===== config.mk =====
export PLATFORM = sky130hd
export DESIGN_NAME = gate_reduce_unit_flat
export DESIGN_NICKNAME = d
export VERILOG_FILES = /design/src/rtl/gate_reduce_pkg.sv /design/src/rtl/gate_reduce_unit_if.sv /design/src/rtl/gate_op_combine.sv /design/src/rtl/gate_reduce_unit.sv /design/src/flat_wrapper.sv
export SDC_FILE = /design/constraint.sdc
export NUM_CORES = 1
export LEC_CHECK = 0
export ABC_AREA = 1
export CORE_MARGIN = 3
export CORE_UTILIZATION = 51
export DETAILED_ROUTE_END_ITERATION = 10
export GPL_ROUTABILITY_DRIVEN = 0
export PLACE_DENSITY = 0.8
export SLEW_MARGIN = 10
export SYNTH_ARGS = -nofsm -noshare
export SYNTH_HDL_FRONTEND = slang
export SYNTH_SLANG_ARGS = --single-unit

===== constraint.sdc =====
create_clock -name clk -period 1.73 [get_ports clk]
set_input_delay 0.346 -clock clk [delete_from_list [all_inputs] [get_ports clk]]
set_output_delay 0.346 -clock clk [all_outputs]
set_load 0.02 [all_outputs]

===== src/rtl/gate_reduce_pkg.sv =====
// Shared constants for the bitwise frame-reduction unit.
//   OP_*  : 2-bit reduction op encoding presented on the op input.
//   ST_*  : FSM state encoding for gate_reduce_unit.
package gate_reduce_pkg;

    localparam logic [1:0] OP_AND  = 2'b00;
    localparam logic [1:0] OP_OR   = 2'b01;
    localparam logic [1:0] OP_XOR  = 2'b10;
    localparam logic [1:0] OP_NAND = 2'b11;

    localparam logic [1:0] ST_IDLE  = 2'd0;
    localparam logic [1:0] ST_ACCUM = 2'd1;
    localparam logic [1:0] ST_DONE  = 2'd2;

endpackage


===== src/rtl/gate_reduce_unit_if.sv =====
// Handshake bundle between a word producer/result consumer and gate_reduce_unit.
//   master : drives op, len, in_valid, in_data, in_last, out_ready;
//            observes in_ready, out_valid, out_data, out_count, busy.
//   slave  : the reduction unit (directions mirrored).
interface gate_reduce_unit_if #(
    parameter int WIDTH = 8,
    parameter int LEN_W = 5
) ();

    logic [1:0]       op;
    logic [LEN_W-1:0] len;
    logic             in_valid;
    logic             in_ready;
    logic [WIDTH-1:0] in_data;
    logic             in_last;
    logic             out_valid;
    logic             out_ready;
    logic [WIDTH-1:0] out_data;
    logic [LEN_W-1:0] out_count;
    logic             busy;

    modport master (
        output op, len, in_valid, in_data, in_last, out_ready,
        input  in_ready, out_valid, out_data, out_count, busy
    );

    modport slave (
        input  op, len, in_valid, in_data, in_last, out_ready,
        output in_ready, out_valid, out_data, out_count, busy
    );

endinterface


===== src/rtl/gate_op_combine.sv =====
// Combinational bitwise combine of two words.
//   op_i : reduction op; NAND combines as AND (inversion is applied by the parent
//          only once, on the final result)
//   a_i  : running accumulator
//   b_i  : incoming word
//   y_o  : a_i OP b_i
module gate_op_combine
    import gate_reduce_pkg::*;
#(
    parameter int WIDTH = 8
) (
    input  logic [1:0]       op_i,
    input  logic [WIDTH-1:0] a_i,
    input  logic [WIDTH-1:0] b_i,
    output logic [WIDTH-1:0] y_o
);

    always_comb begin
        y_o = a_i & b_i;
        case (op_i)
            OP_OR:   y_o = a_i | b_i;
            OP_XOR:  y_o = a_i ^ b_i;
            default: y_o = a_i & b_i;
        endcase
    end

endmodule


===== src/rtl/gate_reduce_unit.sv =====
// Streaming bitwise reduction of a frame of 1..MAX_LEN words.
//   clk   : rising-edge clock
//   reset : asynchronous, active-high; discards any partial frame
//   bus   : slave side of gate_reduce_unit_if
//           in_*  : word stream (valid/ready), in_last ends a frame early
//           op/len: sampled on the first beat of each frame
//           out_* : one result per frame (valid/ready), out_count = words reduced
//           busy  : frame in progress or result pending
module gate_reduce_unit
    import gate_reduce_pkg::*;
#(
    parameter int WIDTH   = 8,
    parameter int MAX_LEN = 16,
    parameter int LEN_W   = $clog2(MAX_LEN + 1)
) (
    input  logic clk,
    input  logic reset,
    gate_reduce_unit_if.slave bus
);

    localparam logic [LEN_W-1:0] MAX_LEN_C = LEN_W'(MAX_LEN);
    localparam logic [LEN_W-1:0] ONE_C     = LEN_W'(1);

    // len==0 is treated as a single-word frame; oversize lengths clamp to MAX_LEN
    // so cnt can never exceed MAX_LEN.
    function automatic logic [LEN_W-1:0] eff_len(input logic [LEN_W-1:0] l);
        logic [LEN_W-1:0] r;
        if (l == '0)
            r = ONE_C;
        else if (l > MAX_LEN_C)
            r = MAX_LEN_C;
        else
            r = l;
        return r;
    endfunction

    logic [1:0]       state_q, state_d;
    logic [WIDTH-1:0] acc_q,   acc_d;
    logic [LEN_W-1:0] cnt_q,   cnt_d;
    logic [LEN_W-1:0] len_q,   len_d;
    logic [1:0]       op_q,    op_d;

    logic [WIDTH-1:0] comb_w;
    logic [LEN_W-1:0] cnt_inc;
    logic [LEN_W-1:0] len_eff;
    logic             beat;

    assign beat    = bus.in_valid && bus.in_ready;
    assign cnt_inc = cnt_q + ONE_C;
    assign len_eff = eff_len(bus.len);

    gate_op_combine #(
        .WIDTH (WIDTH)
    ) u_combine (
        .op_i (op_q),
        .a_i  (acc_q),
        .b_i  (bus.in_data),
        .y_o  (comb_w)
    );

    always_comb begin
        state_d = state_q;
        acc_d   = acc_q;
        cnt_d   = cnt_q;
        len_d   = len_q;
        op_d    = op_q;
        case (state_q)
            ST_IDLE: begin
                if (beat) begin
                    acc_d = bus.in_data;
                    cnt_d = ONE_C;
                    op_d  = bus.op;
                    len_d = len_eff;
                    if ((len_eff == ONE_C) || bus.in_last)
                        state_d = ST_DONE;
                    else
                        state_d = ST_ACCUM;
                end
            end
            ST_ACCUM: begin
                if (beat) begin
                    acc_d = comb_w;
                    cnt_d = cnt_inc;
                    if ((cnt_inc == len_q) || bus.in_last)
                        state_d = ST_DONE;
                end
            end
            ST_DONE: begin
                if (bus.out_ready)
                    state_d = ST_IDLE;
            end
            default: state_d = ST_IDLE;
        endcase
    end

    always_ff @(posedge clk or posedge reset) begin
        if (reset) begin
            state_q <= ST_IDLE;
            acc_q   <= '0;
            cnt_q   <= '0;
            len_q   <= '0;
            op_q    <= OP_AND;
        end else begin
            state_q <= state_d;
            acc_q   <= acc_d;
            cnt_q   <= cnt_d;
            len_q   <= len_d;
            op_q    <= op_d;
        end
    end

    // Outputs decode straight from registers; nothing is accepted while a
    // result waits, so the result is held stable under back-pressure.
    assign bus.in_ready  = (state_q != ST_DONE);
    assign bus.out_valid = (state_q == ST_DONE);
    assign bus.busy      = (state_q != ST_IDLE);
    assign bus.out_data  = (op_q == OP_NAND) ? ~acc_q : acc_q;
    assign bus.out_count = cnt_q;

endmodule


===== src/flat_wrapper.sv =====
// flat-port wrapper written by rule: the top's interface ports become plain ports
module gate_reduce_unit_flat import gate_reduce_pkg::*;
#(
    parameter int WIDTH   = 8,
    parameter int MAX_LEN = 16,
    parameter int LEN_W   = $clog2(MAX_LEN + 1)
)
  (clk, reset, bus_op, bus_len, bus_in_valid, bus_in_data, bus_in_last, bus_out_ready, bus_in_ready, bus_out_valid, bus_out_data, bus_out_count, bus_busy);
  gate_reduce_unit_if #(.WIDTH(WIDTH), .LEN_W(LEN_W)) bus_i ();
  input  logic clk;
  input  logic reset;
  input wire logic [$bits(bus_i.op)-1:0] bus_op;
  input wire logic [$bits(bus_i.len)-1:0] bus_len;
  input wire logic [$bits(bus_i.in_valid)-1:0] bus_in_valid;
  input wire logic [$bits(bus_i.in_data)-1:0] bus_in_data;
  input wire logic [$bits(bus_i.in_last)-1:0] bus_in_last;
  input wire logic [$bits(bus_i.out_ready)-1:0] bus_out_ready;
  output wire logic [$bits(bus_i.in_ready)-1:0] bus_in_ready;
  output wire logic [$bits(bus_i.out_valid)-1:0] bus_out_valid;
  output wire logic [$bits(bus_i.out_data)-1:0] bus_out_data;
  output wire logic [$bits(bus_i.out_count)-1:0] bus_out_count;
  output wire logic [$bits(bus_i.busy)-1:0] bus_busy;
  assign bus_i.op = bus_op;
  assign bus_i.len = bus_len;
  assign bus_i.in_valid = bus_in_valid;
  assign bus_i.in_data = bus_in_data;
  assign bus_i.in_last = bus_in_last;
  assign bus_i.out_ready = bus_out_ready;
  assign bus_in_ready = bus_i.in_ready;
  assign bus_out_valid = bus_i.out_valid;
  assign bus_out_data = bus_i.out_data;
  assign bus_out_count = bus_i.out_count;
  assign bus_busy = bus_i.busy;
  gate_reduce_unit #(.WIDTH(WIDTH), .MAX_LEN(MAX_LEN), .LEN_W(LEN_W)) u_core (.clk(clk), .reset(reset), .bus(bus_i));
endmodule

==> run metrics, run 1 <==
Final setup viols=3; layout cell share with drive strength beyond 1=14.6%; number of synthesized register bits=22; Max VDD drop=1.07 mV; crit-path max cell delay=0.43 ns; Max Cap Violations=0; core area=3080 µm²; Cell Chain, Critical Path=ha_4 > buf_4 > xor2_2 > buf_6; Total GRT Usage=19.7%; Async SR Flop Fraction=100%; switching pwr=0.00179 W; Post-Syn Instances=229; P per Cell Area=1690 nW/µm²; Net Count, Synth=269; Setup crit end kind=output pin; dominant cell by count in the synthesized netlist=nand2_1; DPL Wire Length=2.81 mm; highest fanout seen on the critical path=8; combinational power share=64.4%; Post-Route Skew=0.0133 ns; WL per Instance=11.3 µm; setup slack at placement=-0.255 ns; sequential area share after synthesis=33.1%; Reg2Reg Depth=8; Int Power=0.00199 W; Avg Cell Area, Syn=7.27 µm²; run status=complete, but fails checks; Clk pwr share=10.7%; Main synth FF type=dfrtp_1; Clock Tree Root=clkbuf_4; Switching Share=47.3%; Detail Route Antenna Nets=0; Post-Route WL=3.68 mm; sequential fraction of design power=24.9%; max_slew headroom=78.9%; max-slew violation count=0; count of cell types in the netlist=20; grt total ovfl=0; Hold Buf Count CTS=0; Die Y=63.1 µm; yosys warns=0; fin cells=324; via/cell ratio=4.94; Residual DRC=0; vias in the first global route=1489; synth top area cells=dfrtp_1 (33%), ha_1 (15%), nand2_1 (11%); num rows=20; CP Launch Type=flip-flop; Slew @ Worst Pin=0.315 ns; Critical Path Start=u_core.op_q[0]; cell taking the most area after synthesis=dfrtp_1; die area=3990 µm²; Initial DRT Pass Iterations=4; unrepaired setup endpoints after global routing=yes; Mapped Area=1670 µm²; Starting Density=54.1%; Post-Place Cell Area=2140 µm²; Clock Sinks=22; R2R Path End=u_core.acc_q[5]; Antenna diodes=0; dpl cells=315; Port-buffer cells=35; first-pass GRT wire length=6.40 mm; Nets=321; Die Wd=63.1 µm; I/O pins=36; Lkg Pwr=1.15 nW; Setup Crit Path Kind=reg -> out; Worst R2R Start=u_core.op_q[0]; synth cell count leaders=nand2_1 (47), inv_1 (41), o21ai_0 (25), dfrtp_1 (22), nor2_1 (21); Worst-path clk slew=0.14 ns; Worst setup endpoint=bus_out_data[1]; H-tree Lvls=1; CP arrival=1.40 ns; initial antenna violation count=0; share of the synthesized area in the top cell type=33.1%; fmax=0.573 GHz; pin count of the biggest net entering global routing=23; R2R Setup Slk=0.12 ns; Critical Path RT=1.38 ns; Tmin final=1.74 ns; initial DRC count=67; final worst slack=-0.0139 ns; Final Hold Viols=0; Slowest cell on crit path=dfrtp_1; Layout Area Growth over Synthesis=34.0%; violated checks=setup timing; CTS Buf Count=3; clock latency on the worst-skew pair=0.32 ns; Clock Tree Buf Depth=2; Fill cells=254; DR vias=1600; number of synthesized flops with an enable pin=0; CTS tree=done; final instance area=2230 µm²; Tcrit/Tclk final=101%; Hold Crit Class=in -> async
-- cell type report --
type / count / area [µm²] / share of cell area, %
repair buffers: 52 / 454 / 20.3
clock buffers: 3 / 22.5 / 1.01
flip-flops and latches: 22 / 554 / 24.8
clock inverters: 1 / 30.0 / 1.35
multi-input cells: 160 / 955 / 42.8
inverters: 42 / 161 / 7.23
well taps: 44 / 55.1 / 2.47
-- power by group through the flow --
stage	Clock, W	Combinational (W)	Sequential (W)
finish	0.000404	0.00243	0.000938
floorplan	0	0.00147	0.000932
detailed placement	0	0.00237	0.000940
CTS	0.000408	0.00226	0.000936
global route	0.000429	0.00272	0.000967
global placement	0	0.00231	0.000933
-- critical path: cells and delay by family, from the launching register on --
kind / cells / cell delay (ns)
xor gates and xnor gates: 1 / 0.14
adders and majority gates: 1 / 0.22
buffers and inverters: 2 / 0.28
DFF: 1 / 0.43
-- how the worst min path moves through the flow --
stage / from / end / slack (ns) / cells after the start
floorplan: reset / u_core.acc_q[0] / 0.34 / 1
global placement: u_core.len_q[1] / u_core.len_q[1] / 0.50 / 2
detailed placement: u_core.len_q[1] / u_core.len_q[1] / 0.50 / 2
CTS: reset / u_core.acc_q[1] / 0.36 / 3
global route: reset / u_core.acc_q[1] / 0.38 / 3
finish: reset / u_core.acc_q[2] / 0.35 / 3
-- layer usage --
metal  global-route usage [%]  vias to the layer above  share of wire (%)
li1                         -                      836                  -
met1                     25.7                      727                 46
met2                     34.1                       32                 49
met3                     1.60                        5                3.6
met4                     6.61                        0                1.5
met5                        0                        -                  0
-- stage by stage --
stage | hold WS (ns) | setup TNS (ns) | total power [W] | util [%]
floorplan | 0.335 | 0 | 0.00240 | -
global placement | 0.496 | -1.56 | 0.00324 | 69.4
detailed placement | 0.498 | -2.20 | 0.00331 | 69.4
CTS | 0.363 | -0.0936 | 0.00361 | 70.8
global route | 0.377 | -0.235 | 0.00412 | 72.5
finish | 0.347 | -0.0214 | 0.00377 | 72.5
-- cells by family after synthesis --
group | Yosys count | synth area share (%)
AND/OR/NAND/NOR | 82 | 20.2
AO/OA/AOI/OAI | 49 | 16.0
buffers and inverters | 47 | 11.0
flip-flops | 22 | 33.1
adder cells (fa/ha/maj) | 20 | 15.0
XOR/XNOR | 9 | 4.73
-- repair_timing --
item                                    CTS  global route
endpoints found under the setup margin   15            13
buffers inserted                          3             2
pin swaps                                 1             0
cloned                                    0             0
gates resized for setup                  43            18
-- registers in the layout, indices dropped and copies added, names as in the netlist --
| name | count |
|---|---|
| u_core.len_q | 5 |
| u_core.op_q | 2 |
| u_core.state_q | 2 |
| u_core.acc_q | 8 |
| u_core.bus.out_count | 5 |
-- cells in the final DEF, fill, tap and decap left out, types with 6 or more instances in the layout --
cell type	netlist	layout
ha_1	20	18
buf_4	1	21
inv_1	41	40
dfrtp_1	22	19
nor2_1	21	21
xor2_1	9	8
dlygate4sd2_1	0	6
o22ai_1	9	9
o21ai_1	9	11
clkdlybuf4s50_1	0	20
nand3_1	9	9
nand2_1	47	47
o21ai_0	25	23
Power figures use the tool's default switching activity.
==> run 2, diff against run 1 <==
--- a/config.mk
+++ b/config.mk
@@ -7,10 +7,11 @@
 export LEC_CHECK = 0
 export ABC_AREA = 1
 export CORE_MARGIN = 3
-export CORE_UTILIZATION = 51
+export CORE_UTILIZATION = 53
+export CTS_BUF_LIST = sky130_fd_sc_hd__clkbuf_8
 export DETAILED_ROUTE_END_ITERATION = 10
 export GPL_ROUTABILITY_DRIVEN = 0
-export PLACE_DENSITY = 0.8
+export PLACE_DENSITY = 0.83
 export SLEW_MARGIN = 10
 export SYNTH_ARGS = -nofsm -noshare
 export SYNTH_HDL_FRONTEND = slang
==> constraint.sdc (replaced) <==
create_clock -name clk -period 1.73 [get_ports clk]
set_input_delay 0.2595 -clock clk [delete_from_list [all_inputs] [get_ports clk]]
set_output_delay 0.2595 -clock clk [all_outputs]
set_load 0.02 [all_outputs]
==> run 2 against run 1 <==
Clock-buffer cell count grew 1. Hold slack lost 0.027 ns. Design area decreased by 3.0%. The flow now finishes without violations. Flip-flop and latch count is the same. Worst setup slack gained 0.078 ns. First-iteration DRC count grew 55%. Die area shrank 3.4%.
==> run metrics, run 2 (same netlist as run 1, synthesis figures left out) <==
Residual DRC=0 (unchanged); Port-buffer cells=35 (unchanged); Starting Density=57.9% (+3.8 points); max-slew violation count=0 (unchanged); Die Wd=62.1 µm (-1.7%); P per Cell Area=1690 nW/µm² (-0.24%); initial antenna violation count=0 (unchanged); Lkg Pwr=1.10 nW (-4.6%); Final Hold Slack=0.320 ns (-0.0268 ns); max_slew headroom=79.4% (+0.44 points); Post-Place Cell Area=2110 µm² (-1.2%); Critical Path RT=1.47 ns (+0.09 ns); postcts setup bufs=0 (-3); DR vias=1602 (+0.13%); Setup crit end kind=output pin; most frequent cells in the layout=nand2_1 (47), inv_1 (40), o21ai_0 (25), clkdlybuf4s50_1 (24), dfrtp_1 (22); initial DRC count=104 (+55%); Reg with most FFs=u_core.acc_q; Setup Crit Path Kind=reg -> out; CTS tree=done; Clock Tree Buf Depth=2 (unchanged); Worst-path clk slew=0.08 ns (-0.06 ns); Clock Tree Root=clkbuf_8; first-pass GRT wire length=6.02 mm (-5.8%); Die Y=62.1 µm (-1.7%); Post-Route WL=3.78 mm (+2.9%); die area=3850 µm² (-3.4%); DPL Wire Length=2.69 mm (-4.3%); clock latency on the worst-skew pair=0.26 ns (-0.06 ns); I/O pins=36 (unchanged); commonest non-fill, non-tap cell in the layout=nand2_1; unrepaired setup endpoints after global routing=no; Max Cap Violations=0 (unchanged); Tcrit/Tclk final=96.3% (-4.5 points); Initial DRT Pass Iterations=4 (unchanged); run status=completed; Final Hold Viols=0 (unchanged); max FFs per register=8 (unchanged); Detail Route Antenna Nets=0 (unchanged); num rows=19 (-5.0%); Final setup viols=0 (-3); grt total ovfl=0 (unchanged); Tmin final=1.67 ns (-0.0779 ns); via/cell ratio=5.10 (+3.3%); fmax=0.600 GHz (+4.7%); Post-Route Skew=0.00111 ns (-0.0121 ns); CTS Buf Count=3 (unchanged); vias in the first global route=1439 (-3.4%); Nets=313 (-2.5%); WL per Instance=12.0 µm (+6.2%); H-tree Lvls=1 (unchanged); Clock Sinks=22 (unchanged); Reg2Reg Depth=8 (unchanged); CP arrival=1.41 ns (about the same); Max VDD drop=1.29 mV (+20%); CP Launch Type=flip-flop; layout cell share with drive strength beyond 1=8.46% (-6.2 points); Slew @ Worst Pin=0.309 ns (-0.00655 ns); setup TNS=0 ns (+0.0214 ns); core area=2880 µm² (-6.5%); highest fanout seen on the critical path=8 (unchanged); pin count of the biggest net entering global routing=23 (unchanged); Antenna diodes=0 (unchanged); Hold Crit Class=in -> async; Layout Area Growth over Synthesis=30.0%; Total GRT Usage=21.2% (+1.5 points); final instance area=2160 µm² (-3.0%)
==> run 2: area by class of cell <==
type / count / area (µm²)
Clock buffer: 4 / 55.1
Multi-Input combinational cell: 160 / 947
Inverter: 42 / 161
Tap cell: 42 / 52.6
Timing Repair Buffer: 44 / 398
Sequential cell: 22 / 551
Fill cell: 222 / 712
==> run 2: per-stage QoR <==
step	instances	worst slack, ns	power [W]	util (%)
6_report	314	0.0641	0.00365	75.3
5_1_grt	314	0.000824	0.00397	75.3
4_1_cts	314	0.0443	0.00358	75.3
3_5_place_dp	310	-0.148	0.00332	73.4
3_3_place_gp	310	-0.103	0.00326	73.4
2_1_floorplan	229	0.180	0.00240	-
==> run 2: where the power goes <==
group / switching (W) / internal, W / total, W
Clock: 0.000174 / 0.000203 / 0.000377
Sequential: 0.000187 / 0.000729 / 0.000915
Combinational: 0.00142 / 0.000935 / 0.00236
Total: 0.00178 / 0.00187 / 0.00365
==> run 2: worst paths after layout <==
check | startpoint | endpoint | slack (ns)
min in group clk | u_core.len_q[1] | u_core.len_q[1] | 0.53
min reg2reg | u_core.len_q[1] | u_core.len_q[1] | 0.53
min | reset | u_core.acc_q[6] | 0.32
max in group asynchronous | reset | u_core.len_q[4] | 1.18
max | u_core.op_q[0] | bus_out_data[5] | 0.06
max reg2reg | u_core.op_q[0] | u_core.acc_q[1] | 0.08
==> run 2: layer usage <==
metal	GRT usage [%]	routed length, µm	up-vias
li1	-	-	822
met1	26.4	1770	723
met2	37.4	1780	48
met3	2.89	173	9
met4	6.97	64	0
met5	0	0	-
==> run 2: what timing repair did <==
item,4_1_cts,5_1_grt
setup endpoints to repair,11,11
hold buffers,0,0
gates resized for setup,13,12
==> run 2: worst max-delay path, stage by stage, from the launching register on <==
cell,delay [ns]
dfrtp_1,0.40
ha_4,0.24
xor2_1,0.16
dlygate4sd2_1,0.35
==> run 3, diff against run 2 <==
--- a/config.mk
+++ b/config.mk
@@ -11,7 +11,7 @@
 export CTS_BUF_LIST = sky130_fd_sc_hd__clkbuf_8
 export DETAILED_ROUTE_END_ITERATION = 10
 export GPL_ROUTABILITY_DRIVEN = 0
-export PLACE_DENSITY = 0.83
+export PLACE_DENSITY = 0.85
 export SLEW_MARGIN = 10
 export SYNTH_ARGS = -nofsm -noshare
 export SYNTH_HDL_FRONTEND = slang
==> run 3 against run 2 <==
Utilization decreased by 0.087 points. Register-to-register slack gained 0.07 ns. First-iteration DRC count increased by 8.7%. Clock skew rose by 0.0016 ns. Sequential share of layout area about the same. Power shrank 1.9%. Clock-buffer cell count did not move. Critical path depth unchanged. Flip-flop and latch count unchanged. Via count shrank 3.1%. Maximum frequency decreased by 0.27%. Hold slack about the same.
==> run metrics, run 3 (same netlist as run 1, synthesis figures left out) <==
most frequent cells in the layout=nand2_1 (47), inv_1 (41), o21ai_0 (25), clkdlybuf4s50_1 (24), dfrtp_1 (22); core area=2880 µm² (unchanged); Critical Path RT=1.47 ns (about the same); Die Y=62.1 µm (unchanged); setup slack at placement=-0.188 ns (-0.0401 ns); CTS Buf Count=3 (unchanged); max FFs per register=8 (unchanged); CP arrival=1.41 ns (about the same); Max VDD drop=1.45 mV (+12%); Max Cap Violations=0 (unchanged); final worst slack=0.0596 ns (-0.00445 ns); P per Cell Area=1660 nW/µm² (-1.8%); pin count of the biggest net entering global routing=23 (unchanged); H-tree Lvls=1 (unchanged); fmax=0.599 GHz (-0.27%); fin util=75.2% (-0.087 points); fin cells=314 (unchanged); Crit path max-delay family=flip-flops; max_slew headroom=78.8% (-0.55 points); vias in the first global route=1381 (-4.0%); Total GRT Usage=19.6% (-1.6 points); highest fanout seen on the critical path=8 (unchanged); Hold Buf Count CTS=0 (unchanged); max-slew violation count=0 (unchanged); initial antenna violation count=0 (unchanged); Post-Route WL=3.52 mm (-6.9%); Tcrit/Tclk final=96.6% (+0.26 points); Cell Chain, Critical Path=ha_4 > xor2_1 > clkdlybuf4s15_1; via/cell ratio=4.95 (-3.1%); commonest non-fill, non-tap cell in the layout=nand2_1; Post-Route Skew=0.00267 ns (+0.00156 ns); Slew @ Worst Pin=0.317 ns (+0.00817 ns); final instance area=2160 µm² (-0.12%); Detail Route Antenna Nets=0 (unchanged); crit path buf inv count=1 (unchanged); Slowest cell on crit path=dfrtp_1; Starting Density=57.9% (unchanged); WL per Instance=11.2 µm (-6.9%); Crit. path cell count=3 (unchanged); first-pass GRT wire length=5.68 mm (-5.7%); run status=completed; setup TNS=0 ns (unchanged); Antenna diodes=0 (unchanged); Clock Sinks=22 (unchanged); layout cell share with drive strength beyond 1=7.35% (-1.1 points); Post-Place Cell Area=2110 µm² (unchanged); crit-path max cell delay=0.39 ns (about the same); Layout Area Growth over Synthesis=29.8%; Reg2Reg Depth=8 (unchanged); Tmin final=1.67 ns (+0.00445 ns); num rows=19 (unchanged); Lkg Pwr=1.11 nW (+0.79%); Die Wd=62.1 µm (unchanged); DR vias=1553 (-3.1%); CTS tree=done; Final Hold Viols=0 (unchanged); Residual DRC=0 (unchanged); Final setup viols=0 (unchanged); grt total ovfl=0 (unchanged); Port-buffer cells=35 (unchanged); Reg with most FFs=u_core.acc_q; Setup crit end kind=output pin; die area=3850 µm² (unchanged); DPL Wire Length=2.66 mm (-0.95%); Clock Tree Root=clkbuf_8; unrepaired setup endpoints after global routing=no; postcts setup bufs=0 (unchanged); Setup Crit Path Kind=reg -> out; I/O pins=36 (unchanged); dpl cells=310 (unchanged); initial DRC count=113 (+8.7%); Nets=313 (unchanged); Hold Crit Class=in -> async; CP Launch Type=flip-flop; Clock Tree Buf Depth=2 (unchanged); clock latency on the worst-skew pair=0.26 ns (about the same); Initial DRT Pass Iterations=4 (unchanged); Worst-path clk slew=0.08 ns (about the same)
run 3: metrics by stage:
step	hold slack, ns	total power [W]
finish	0.320	0.00358
CTS	0.335	0.00358
floorplan	0.249	0.00240
global placement	0.494	0.00324
detailed placement	0.522	0.00331
global route	0.370	0.00393
run 3: tightest hold or removal path, delay by kind of cell:
family,cells,cell delay [ns]
buf+inv,3,0.71
run 3: metal layers:
layer | share of wire, % | vias up | wire [µm] | track usage (%)
met5 | 0 | - | 0 | 0
met4 | 1.1 | 0 | 37 | 3.94
met3 | 5.0 | 4 | 176 | 4.55
met2 | 48 | 43 | 1690 | 32.7
met1 | 46 | 692 | 1620 | 26.1
li1 | - | 814 | - | -
run 3: cell type report:
type	count	area (µm²)
multi-input combinational	160	945
fill	213	714
sequential	22	551
timing repair buffer	44	402
inverter	42	158
clock buffer	4	55.1
tap	42	52.6
run 3: timing repair:
action | CTS | global route
hold endpoints to repair | 0 | 0
gates resized for setup | 13 | 8
pin swaps | 0 | 0
endpoints found under the setup margin | 11 | 6
run 3: power by group:
part           internal (W)  switching (W)  leakage, nW
combinational      0.000918        0.00138        0.801
clock              0.000203       0.000161       0.0288
sequential         0.000729       0.000187        0.278
total               0.00185        0.00173         1.11
run 3: worst paths after layout:
path | startpoint | to | slack (ns)
worst max-delay path | u_core.op_q[0] | bus_out_data[3] | 0.06
worst max register to register | u_core.op_q[0] | u_core.acc_q[0] | 0.15
worst min register to register | u_core.len_q[1] | u_core.len_q[1] | 0.54
worst min-delay path | reset | u_core.bus.out_count[3] | 0.32
min in group clk | u_core.len_q[1] | u_core.len_q[1] | 0.54
max in group asynchronous | reset | u_core.acc_q[0] | 1.18
